## src/rtl/pq_pkg.sv

```systemverilog
// Shared types for the hardware priority queue (HWPQ) family and its front ends.
// A smaller key means higher priority (min-queue); KV_EMPTY marks "no pair".
package pq_pkg;

  localparam int KEY_W       = 8;
  localparam int VAL_W       = 8;
  localparam int PQ_CAPACITY = 15;
  localparam bit MIN_PQ      = 1'b1;

  typedef struct packed {
    logic [KEY_W-1:0] key;
    logic [VAL_W-1:0] val;
  } kv_t;

  localparam kv_t KV_EMPTY = '{key: {KEY_W{1'b1}}, val: {VAL_W{1'b0}}};

  typedef enum logic {PQ_OP_ENQ, PQ_OP_DEQ} pq_op_t;

  typedef enum logic [1:0] {
    ARB_IDLE  = 2'd0,
    ARB_ISSUE = 2'd1,
    ARB_WAIT  = 2'd2,
    ARB_RESP  = 2'd3
  } pq_arb_state_t;

  // Successor of a round-robin index among n slots, wrapping n-1 -> 0.
  function automatic int rr_next(input int idx, input int n);
    return (idx >= n - 1) ? 0 : idx + 1;
  endfunction

endpackage

```

## src/rtl/pq_arbiter_rr_arb.sv

```systemverilog
// Combinational round-robin picker: grants the first set request bit at or
// after ptr, scanning cyclically over NREQ slots.
module rr_arb #(
  parameter int NREQ = 4,
  localparam int IW = (NREQ > 1) ? $clog2(NREQ) : 1
) (
  input  logic [NREQ-1:0] req,
  input  logic [IW-1:0]   ptr,
  output logic [IW-1:0]   gnt_idx,
  output logic            gnt_any
);

  logic [IW:0]   sum;
  logic [IW-1:0] cand;

  always_comb begin
    gnt_idx = '0;
    gnt_any = 1'b0;
    sum     = '0;
    cand    = '0;
    for (int i = 0; i < NREQ; i++) begin
      // ptr < NREQ and i < NREQ, so one conditional subtract is a full modulo
      sum = {1'b0, ptr} + (IW+1)'(i);
      if (sum >= (IW+1)'(NREQ)) begin
        sum = sum - (IW+1)'(NREQ);
      end
      cand = sum[IW-1:0];
      if (!gnt_any && req[cand]) begin
        gnt_any = 1'b1;
        gnt_idx = cand;
      end
    end
  end

endmodule

```

## src/rtl/pq_arbiter.sv

```systemverilog
// Round-robin front end sharing one HWPQ among NREQ requesters. One request is
// in flight at a time; each accepted request yields a one-cycle response strobe.
module pq_arbiter
  import pq_pkg::*;
#(
  parameter int NREQ = 4
) (
  input  logic            clk,
  input  logic            rst,
  input  logic [NREQ-1:0] req_valid,
  input  logic [NREQ-1:0] req_deq,
  input  kv_t  [NREQ-1:0] req_kv,
  output logic [NREQ-1:0] req_ready,
  output logic [NREQ-1:0] resp_valid,
  output kv_t             resp_kv,
  output logic            resp_err,
  output logic            pq_enq,
  output logic            pq_deq,
  output kv_t             pq_kvi,
  input  kv_t             pq_kvo,
  input  logic            pq_busy,
  input  logic            pq_full,
  input  logic            pq_empty
);

  localparam int IW = (NREQ > 1) ? $clog2(NREQ) : 1;

  pq_arb_state_t state, state_nxt;
  logic [IW-1:0] rr_ptr;
  logic [IW-1:0] gnt_q;
  logic [IW-1:0] pick_idx;
  logic          pick_any;
  pq_op_t        op_q;
  logic          accept;
  logic          issue_err;

  rr_arb #(.NREQ(NREQ)) u_rr_arb (
    .req     (req_valid),
    .ptr     (rr_ptr),
    .gnt_idx (pick_idx),
    .gnt_any (pick_any)
  );

  // No handshake may complete while reset is held, or the request would be lost.
  always_comb begin
    accept    = (state == ARB_IDLE) && pick_any && !rst;
    issue_err = (op_q == PQ_OP_ENQ) ? pq_full : pq_empty;
  end

  always_comb begin
    req_ready  = '0;
    resp_valid = '0;
    pq_enq     = 1'b0;
    pq_deq     = 1'b0;
    if (accept) begin
      req_ready[pick_idx] = 1'b1;
    end
    if (state == ARB_RESP) begin
      resp_valid[gnt_q] = 1'b1;
    end
    if ((state == ARB_ISSUE) && !issue_err) begin
      pq_enq = (op_q == PQ_OP_ENQ);
      pq_deq = (op_q == PQ_OP_DEQ);
    end
  end

  always_comb begin
    state_nxt = state;
    case (state)
      ARB_IDLE:  if (accept) state_nxt = ARB_ISSUE;
      ARB_ISSUE: state_nxt = issue_err ? ARB_RESP : ARB_WAIT;
      ARB_WAIT:  if (!pq_busy) state_nxt = ARB_RESP;
      ARB_RESP:  state_nxt = ARB_IDLE;
      default:   state_nxt = ARB_IDLE;
    endcase
  end

  always_ff @(posedge clk or posedge rst) begin
    if (rst) begin
      state    <= ARB_IDLE;
      rr_ptr   <= '0;
      gnt_q    <= '0;
      op_q     <= PQ_OP_ENQ;
      resp_err <= 1'b0;
      resp_kv  <= KV_EMPTY;
      pq_kvi   <= KV_EMPTY;
    end else begin
      state <= state_nxt;
      case (state)
        ARB_IDLE: begin
          if (accept) begin
            gnt_q    <= pick_idx;
            op_q     <= req_deq[pick_idx] ? PQ_OP_DEQ : PQ_OP_ENQ;
            pq_kvi   <= req_deq[pick_idx] ? KV_EMPTY : req_kv[pick_idx];
            resp_err <= 1'b0;
            resp_kv  <= KV_EMPTY;
          end
        end
        ARB_ISSUE: begin
          resp_err <= issue_err;
          // pq_kvo is a live peek of the head; grab it before the pop lands
          if ((op_q == PQ_OP_DEQ) && !issue_err) begin
            resp_kv <= pq_kvo;
          end
        end
        ARB_RESP: begin
          rr_ptr <= IW'(rr_next(int'(gnt_q), NREQ));
        end
        default: ;
      endcase
    end
  end

endmodule

```

## config.mk

```make
export PLATFORM = sky130hd
export DESIGN_NAME = pq_arbiter
export DESIGN_NICKNAME = d
export VERILOG_FILES = /design/src/rtl/pq_pkg.sv /design/src/rtl/pq_arbiter_rr_arb.sv /design/src/rtl/pq_arbiter.sv
export SDC_FILE = /design/constraint.sdc
export NUM_CORES = 1
export LEC_CHECK = 0
export ABC_AREA = 1
export CAP_MARGIN = 20
export CORE_MARGIN = 2
export CORE_UTILIZATION = 36
export CTS_CLUSTER_DIAMETER = 200
export DETAILED_ROUTE_END_ITERATION = 12
export GPL_TIMING_DRIVEN = 0
export PLACE_DENSITY_LB_ADDON = 0.12
export SYNTH_ARGS = -nofsm -noshare
export SYNTH_HDL_FRONTEND = slang
export SYNTH_HIERARCHICAL = 1
export SYNTH_SLANG_ARGS = --single-unit
```

## constraint.sdc

```tcl
create_clock -name clk -period 1.8 [get_ports clk]
set_input_delay 0.18 -clock clk [delete_from_list [all_inputs] [get_ports clk]]
set_output_delay 0.18 -clock clk [all_outputs]
set_load 0.005 [all_outputs]
```

# Yosys cells after proc, flatten, opt, wreduce, memory -nomap -nowiden
# Index checks and enable logic that the tools add are counted.
word_totals:
  ff_bits: 40
  out_inout_bits: 43
  input_bits: 93
  elab_cells: 102
classes:
  mux: 45
  add_sub_neg: 8
  n_reduce_logical: 20
  bitwise_logic: 1
  n_eq_ne: 6
  magnitude_cmp: 13
ops:
  columns: ["cell", "count"]
  rows:
  - ["$mux 16", 4]
  - ["$bmux 16 s2", 1]
  - ["$pmux 16 s2", 1]
  - ["$mux 2", 11]
  - ["$lt 2x3->1 const B", 6]
  - ["$mux 1", 17]
  - ["$bmux 1 s2", 5]
  - ["$ge 3x3->1 const B", 3]
  - ["$logic_and 1x1->1", 9]
  - ["$mux 4", 2]
  - ["$pmux 2 s4", 1]
  - ["$sub 2x1->2 const B", 4]
  - ["$add 2x2->3 const B", 2]
  - ["$reduce_and 2->1", 3]
  - ["$logic_not 1->1", 5]
  - ["$demux 1 s2", 2]
  - ["$eq 2x2->1 const B", 2]
  - ["$ge 2x1->1 const B", 2]
  - ["$ne 2x2->1 const B", 2]
  - ["$add 2x1->3 const B", 1]
  - ["$ge 2x3->1 const B", 1]
  - ["$reduce_and 3->1", 1]
  - ["$add 2x1->2 const B", 1]
  - ["$eq 2x1->1 const B", 1]
  - ["other kinds (6)", 6]

# Logic depth before layout (Yosys ltp)
# Gate-level depths: netlist of run 1.
depth:
  ltp_word: 19
  depth_mapped: 18
  depth_no_buf: 17

# Cells and area by module
# The synthesis of run 1 kept the hierarchy.
modules_own_cells:
  columns: ["mod", "n_inst", "cells_per_inst", "seq_area_each_um2", "area_per_inst_um2"]
  rows:
  - ["pq_arbiter", 1, 315, 1021.0, 2313.5]
  - ["rr_arb", 1, 59, 0.0, 319.1]

# Worst setup path before layout of run 1
# No wires, ideal clock.
synth_path:
  path_type: "in2reg"
  from: "input port rst"
  to: "register resp_kv[1] in the netlist's numbering"
  setup_slack_ns: -0.210
  t_arrival_ns: 1.884
  path_stages: 7
  required_time_ns: 1.674
  n_path_buf: 1
  setup_time_ns: 0.126
  cell_sequence: "inv_1 -> nand3_4 -> nand2_1 -> nand2_2 -> buf_2 -> nand2_1 -> o21ai_0"
synth_between:
  elab_chain_cells: 4
synth_lines:
  columns: ["item", "line", "rtl"]
  rows:
  - ["from (decl)", "pq_arbiter.sv:9", "input logic rst,"]
  - ["$logic_not 1->1 (no line)", null, null]
  - ["$logic_and 1x1->1", "pq_arbiter.sv:46", "accept = (state == ARB_IDLE) && pick_any && !rst;"]
  - ["$ne 2x2->1 (no line)", null, null]
  - ["$reduce_and 3->1 (no line)", null, null]
  - ["to (signal assigned)", "pq_arbiter.sv:103", "resp_kv <= pq_kvo;"]
  - ["to (decl)", "pq_arbiter.sv:15", "output kv_t resp_kv,"]
# No other way between the ends.
# A chain may end at the register's enable or synchronous reset.

# Worst setup path after layout of run 1
layout_path:
  from: "register rr_ptr[0]"
  to: "output port req_ready[2]"
layout_between:
  elab_chain_cells: 19
  elab_cells_between_ends: 45
  cone_classes: "add/sub (7); order compare (6); mux (23); reduce/logical (9)"
layout_lines:
  columns: ["item", "line", "rtl"]
  rows:
  - ["from (decl)", "pq_arbiter.sv:29", "logic [IW-1:0] rr_ptr;"]
  - ["from (signal assigned)", "pq_arbiter.sv:107", "rr_ptr <= IW'(rr_next(int'(gnt_q), NREQ));"]
  - ["branches (longest 13 deep; another with $add 2x1->3)", null, null]
  - ["$mux 2 (*)", "pq_arbiter_rr_arb.sv:28", "if (!gnt_any && req[cand]) begin"]
  - ["net pick_idx[1]", "pq_arbiter.sv:31", "logic [IW-1:0] pick_idx;"]
  - ["$lt 2x3->1 (not written as such) / $ge 2x1->1 (equally long branches)", "pq_arbiter.sv:56", "req_ready[pick_idx] = 1'b1;"]
  - ["$logic_and 1x1->1 (not written as such)", "pq_arbiter.sv:56", null]
  - ["$mux 1 (not written as such)", "pq_arbiter.sv:56", null]
  - ["$demux 1 s2 (*)", "pq_arbiter.sv:56", null]
  - ["$mux 4 (*)", "pq_arbiter.sv:55", "if (accept) begin"]
  - ["to (decl)", "pq_arbiter.sv:13", "output logic [NREQ-1:0] req_ready,"]
# Mark *: on every way through the listed nets, which the timed path passes. The select of a mux whose other input is x is not followed.

==> qor.tcl, run 1 <==
set qor(netlist_top_cells_count) {150 x nand2_1, 30 x nand3_1, 30 x nor2_1}
set qor(leakagePower_nw) 2.32
set qor(via_count) 3116
set qor(post_layout_nonfiller_instances) 657
set qor(ios) 136
set qor(std_cell_rows) 31
set qor(synth_top_area_cell) {dfrtp_1}
set qor(yosys_register_bits) 40
set qor(clkTransAtPathRegs_ns) 0.08
set qor(core_footprint_um2) 7180
set qor(clkLatencyLatePin_ns) 0.30
set qor(syn_area_um2) 2630
set qor(yosysTopAreaCellShare) 0.228
set qor(postRouteWirelength_um) 9020
set qor(num_antenna_cells) 0
set qor(final-hold-violation-count) 0
set qor(floorplan.die.width_um) 89.5
set qor(route.detailed.vias_per_inst) 4.74
set qor(worstPathArrival_ns) 2.08
set qor(postSynthCellCount) 374
set qor(count_of_flip_flops_with_a_built_in_enable_after_synthesis) 0
set qor(rsz0062_at_grt) {yes}
set qor(clock-root-buffer) {clkbuf_8}
set qor(setup.reg_to_reg.worst_slack_ns) -0.40
set qor(critPathCaptureType) {output port}
set qor(place.detailed.hpwl_um) 5970
set qor(yosys.cell_count.top_type) {nand2_1}
set qor(first_global_vias) 3009
set qor(setup_viol_count_final) 42
set qor(synth_sequential_area_ratio) 0.388
set qor(grt_start_max_net_pins) 22
set qor(final_max_slew_viol_count) 0
set qor(final.period_utilization) 1.25
set qor(maxSlewHeadroom) 0.405
set qor(buffer_ports.inserted) 135
set qor(detailedPlace.worstSlack_ns) -1.33
set qor(worstMarginPinSlew_ns) 0.888
set qor(grt_use_total) 0.228
set qor(worst_ep_required_time_ns) 1.62
set qor(clock_tree.buffer_depth) 2
set qor(synth_cell_type_count) 28
set qor(cts_sinks) 40
set qor(synthesis.nets) 476
set qor(drv_cap) 0
set qor(numCtsBuffers) 5
set qor(routabilityCongestion) 0.829
set qor(period_minus_slack_ns) 2.26
set qor(layout.nets) 659
set qor(initialDrtViolationCount) 98
set qor(setup_ws_ns) -0.458
set qor(worst_r2r_start) {rr_ptr[0]}
set qor(ys.warnings.count) 6
set qor(synthArstFlopShare) 1.00
set qor(post-place-cells) 608
set qor(layout.core_utilization) 0.696
set qor(floorplan.die_area_um2) 8010
set qor(fp.dieH_um) 89.5
set qor(synth_top_cells_by_area) {dfrtp_1 23%, nand2_1 21%, dfstp_2 16%}
set qor(first_pass_iters) 5
set qor(setup.worst_path.class) {register to output port}
set qor(start_util) 0.367
set qor(clock_tree_from_tritoncts) {done}
set qor(setup.worst_path.start_class) {register}
set qor(worst_hold_class) {primary input to asynchronous set/reset pin}
set qor(grt_antenna_before_repair) 0
set qor(timing.hold.ws_ns) 0.364
set qor(holdBufCountCts) 0
set qor(status) {finished with violations}
set qor(global_route.overflow_total) 0
set qor(clock_tree.htree_level_count) 2
set qor(ff2ff_path_depth) 20
set qor(max_freq_ghz) 0.443
set qor(critical_path_peak_fanout) 6
set qor(synth_ff_type) {dfrtp_1}
set qor(routed_wire_length_per_instance_um) 13.7
set qor(irDropWorstVdd_mv) 1.11
set qor(grt_pass1_wl_um) 14100
set qor(areaGrowthSynthToFinish_pct) 89.7
set qor(layout-drive-gt1-share) 0.348
set qor(syn_avg_cell_area_um2) 7.04
set qor(final.setup_skew_ns) 0.00524
set qor(rr_endpoint) {pq_kvi[7]}
set qor(detail-route-antenna-nets) 0
set qor(detail_route.drc_violations) 0
set qor(violated_checks) {setup timing}
set qor(cell_pwr_density_nw_per_um2) 1960
## cell usage in the layout, fill, tap and decap left out, drive strengths merged
master         synthesis  routed
nand2                165     165
clkdlybuf4s50          0     127
buf                   14      60
nand3                 35      35
nor2                  34      34
dfrtp                 24      24
o21ai                 23      23
inv                   24      22
dfstp                 16      16
a21oi                 12      12
nand4                  9       9
ha                     9       9
clkbuf                 1       6
nor3                   4       4
clkinvlp               0       3
nand3b                 2       2
dlymetal6s2s           0       2
clkinv                 1       2
o211ai                 1       1
bufinv                 0       1
dlygate4sd2            0       1
## worst max-delay path by stage
stage,startpoint,end,slack (ns),cells past startpoint
detailed placement,rst,req_ready[2],-1.33,6
finish,rr_ptr[0],req_ready[2],-0.46,13
global placement,rst,req_ready[2],-1.31,6
global route,rr_ptr[0],req_ready[1],-0.57,15
floorplan,rr_ptr[0],pq_kvi[7],-0.07,14
CTS,rr_ptr[0],req_ready[2],-0.49,14
## flip-flops by register name, summed over array words and instances, names as in the netlist
register and flops:
resp_kv 16, op_q 1, resp_err 1, state 2
gnt_q 2, rr_ptr 2, pq_kvi 16
## per-layer routing
layer	global-route usage	vias to the layer above	share of wire
met1	0.280	1462	0.42
met5	0	-	0
met2	0.395	87	0.51
met3	0.0600	13	0.056
met4	0.0638	0	0.017
li1	-	1554	-
## cell type report
type / instances / area (um^2)
fillers: 574 / 2180
multi-input cells: 294 / 1750
repair buffers: 177 / 1710
flip-flops and latches: 40 / 1020
plain buffers: 13 / 158
well taps: 99 / 124
inverters: 25 / 114
clock buffers: 6 / 72.6
clock inverters: 2 / 35.0
repair inverters: 1 / 5.00
## stage by stage
stage	power [mW]	TNS (ns)	area [um^2]
4_1_cts	9.26	-12.00	4800
3_3_place_gp	6.40	-35.55	4130
6_report	9.78	-12.43	4990
5_1_grt	10.5	-18.07	4990
3_5_place_dp	6.47	-36.97	4130
2_1_floorplan	4.74	-0.886	2650
## critical path, stage by stage, from the launching register on
cell and delay [ns]:
dfrtp_1 0.41, buf_6 0.15, buf_6 0.13, nand2_4 0.05
nand2_2 0.05, nand2_2 0.05, nand2_2 0.06, nor2_4 0.14
nand4_1 0.12, nand3_2 0.14, inv_2 0.07, buf_8 0.12
nor3_4 0.16, buf_2 0.13
## report_power, final
group          switching (mW)  total (mW)  internal [mW]
sequential              0.304        1.70           1.40
combinational            3.84        7.34           3.50
clock                   0.326       0.738          0.412
total                    4.48        9.78           5.31
## cell families after synthesis
family | count (synthesis) | synth area share
buffers and inverters | 40 | 0.0718
AO/OA/AOI/OAI | 36 | 0.0694
flip-flops | 40 | 0.388
AND/OR/NAND/NOR | 249 | 0.428
adder cells (fa/ha/maj) | 9 | 0.0428
## repair_timing
action,in CTS,in global routing
cloned,5,0
pin swaps,21,23
resized for setup,121,55
setup buffers,32,8
endpoints found under the setup margin,48,47
(Power assumes the default switching activity.)
==> run 2: changes to the inputs <==
==> constraint.sdc (replaced) <==
create_clock -name clk -period 1.9 [get_ports clk]
set_input_delay 0.19 -clock clk [delete_from_list [all_inputs] [get_ports clk]]
set_output_delay 0.19 -clock clk [all_outputs]
set_load 0.005 [all_outputs]
==> run 2 against run 1 <==
The flow still finishes with violations (setup timing). Combinational power increased by 2%. Die area unchanged. Non-clock buffer count increased by 3. Largest cell class unchanged. Highest routed layer unchanged.
==> qor.tcl, run 2 (synthesis results as in run 1) <==
set qor(layout_commonest_cell) {clkdlybuf4s50_1}
set qor(place_area_um2) 4120
set qor(floorplan.die_area_um2) 8010
set qor(clock_tree.htree_level_count) 2
set qor(postLayoutCellArea_um2) 5190
set qor(layout_top_registers) {pq_kvi (16), resp_kv (16)}
set qor(areaGrowthSynthToFinish_pct) 97.3
set qor(setup.reg_to_reg.worst_slack_ns) -0.29
set qor(clkTransAtPathRegs_ns) 0.08
set qor(final_max_slew_viol_count) 0
set qor(worstMarginPinSlew_ns) 0.920
set qor(grt_use_total) 0.231
set qor(setup_viol_count_final) 41
set qor(worstPathArrival_ns) 2.11
set qor(via_count) 3179
set qor(grt_pass1_wl_um) 14200
set qor(holdBufCountCts) 0
set qor(critical_path.cell_chain) {buf_6 > nand2_2 > nand2_2 > nand2_4 > nand2_2 > nor2_4 > nand4_1 > nand3_2 > buf_6 > inv_4 > buf_8 > nor3_4 > buf_2}
set qor(cts_sinks) 40
set qor(status) {finished with violations}
set qor(part_of_the_power_in_registers) 0.162
set qor(crit_path_top_delay_cell) {dfrtp_2}
set qor(rsz0062_at_grt) {yes}
set qor(period_minus_slack_ns) 2.30
set qor(maxSlewHeadroom) 0.383
set qor(worstPathBufferInverterCount) 5
set qor(start_util) 0.367
set qor(cell_pwr_density_nw_per_um2) 1890
set qor(critPathCaptureType) {output port}
set qor(layout-drive-gt1-share) 0.358
set qor(std_cell_rows) 31
set qor(violated_checks) {setup timing}
set qor(setup_ws_ns) -0.397
set qor(fp.dieH_um) 89.5
set qor(grt_start_max_net_pins) 22
set qor(first_pass_iters) 4
set qor(power_mw) 9.83
set qor(clock_tree_from_tritoncts) {done}
set qor(grt_antenna_before_repair) 0
set qor(switching_power_mw) 4.50
set qor(slowest_delay_ns) 0.46
set qor(final.period_utilization) 1.21
set qor(setup.worst_path.class) {register to output port}
set qor(internal_power_mw) 5.33
set qor(final.setup_skew_ns) 0.00501
set qor(irDropWorstVdd_mv) 1.06
set qor(drv_cap) 0
set qor(worst_hold_class) {primary input to asynchronous set/reset pin}
set qor(leakagePower_nw) 2.37
set qor(core_footprint_um2) 7180
set qor(clkLatencyLatePin_ns) 0.30
set qor(max_freq_ghz) 0.435
set qor(routabilityCongestion) 0.802
set qor(fin_setup_tns_ns) -8.31
set qor(clock_tree.buffer_depth) 2
set qor(routed_wire_length_per_instance_um) 14.7
set qor(final-hold-violation-count) 0
set qor(ios) 136
set qor(first_global_vias) 3076
set qor(numCtsBuffers) 5
set qor(route.detailed.vias_per_inst) 4.81
set qor(initialDrtViolationCount) 92
set qor(floorplan.die.width_um) 89.5
set qor(share_clk_of_total_power) 0.077
set qor(buffer_ports.inserted) 135
set qor(pwr-share-comb) 0.762
set qor(clock-root-buffer) {clkbuf_8}
set qor(worst_ep_required_time_ns) 1.71
set qor(postRouteWirelength_um) 9700
set qor(num_antenna_cells) 0
set qor(place.detailed.hpwl_um) 6050
set qor(crit_top_cell) {nand2_2}
set qor(critical_path_peak_fanout) 4
set qor(most-common-layout-cells) {129 x clkdlybuf4s50_1, 117 x nand2_1, 33 x nand2_2, 27 x buf_6, 24 x nor2_1}
set qor(setup.worst_path.start_class) {register}
set qor(layout.nets) 663
set qor(detail_route.drc_violations) 0
set qor(detail-route-antenna-nets) 0
set qor(power.share.switching) 0.458
set qor(path_delay_family) {simple AND/OR/NAND/NOR gates}
set qor(global_route.overflow_total) 0
-- run 2: cell types whose count changed in the layout (fill, tap and decap cells not counted), sizes merged --
cell | before | now
clkbuf | 6 | 7
inv | 22 | 21
clkdlybuf4s15 | 0 | 1
dlymetal6s2s | 2 | 0
clkinvlp | 3 | 4
buf | 60 | 61
clkinv | 2 | 3
clkdlybuf4s50 | 127 | 129
-- run 2: worst paths after layout --
check	depth (start not counted)	startpoint	endpoint
max in group asynchronous	2	rst	resp_err
worst max register to register	17	rr_ptr[0]	pq_kvi[10]
worst max-delay path	13	rr_ptr[0]	req_ready[2]
min in group clk	3	pq_kvo[5]	resp_kv[5]
worst min-delay path	2	rst	resp_kv[7]
worst min register to register	2	resp_kv[14]	resp_kv[14]
-- run 2: cell type report --
type                    instances  area, um^2
flip-flops and latches         40        1020
repair buffers                179        1800
plain buffers                  14         178
inverters                      25         119
multi-input cells             294        1820
clock buffers                   6        82.6
clock inverters                 2        38.8
repair inverters                2        10.0
well taps                      99         124
fillers                       543        1980
-- run 2: repair_timing --
action	CTS	global route
pin swaps	22	20
setup endpoints to repair	43	47
setup buffers	30	10
gates resized for setup	116	83
cloned	5	2
-- run 2: power by group through the flow --
| stage | sequential (mW) | clock [mW] | combinational [mW] |
|---|---|---|---|
| floorplan | 1.54 | 0 | 2.90 |
| global placement | 1.54 | 0 | 4.42 |
| detailed placement | 1.55 | 0 | 4.49 |
| CTS | 1.55 | 0.762 | 6.18 |
| global route | 1.64 | 0.802 | 8.04 |
| finish | 1.59 | 0.753 | 7.49 |
-- run 2: per-stage QoR --
stage	setup slack, ns	cells	hold slack, ns	utilization
after floorplan	0.00241	374	0.178	-
after global placement	-1.28	608	0.461	0.574
after detailed placement	-1.28	608	0.465	0.574
after CTS	-0.360	650	0.408	0.668
after global routing	-0.485	661	0.409	0.724
final	-0.397	661	0.378	0.724
-- run 2: metal layers --
| layer | wire length (um) | vias to the layer above | GRT usage |
|---|---|---|---|
| li1 | - | 1569 | - |
| met2 | 5080 | 117 | 0.418 |
| met3 | 611 | 16 | 0.0536 |
| met5 | 0 | - | 0 |
| met4 | 176 | 0 | 0.0638 |
| met1 | 3830 | 1477 | 0.272 |
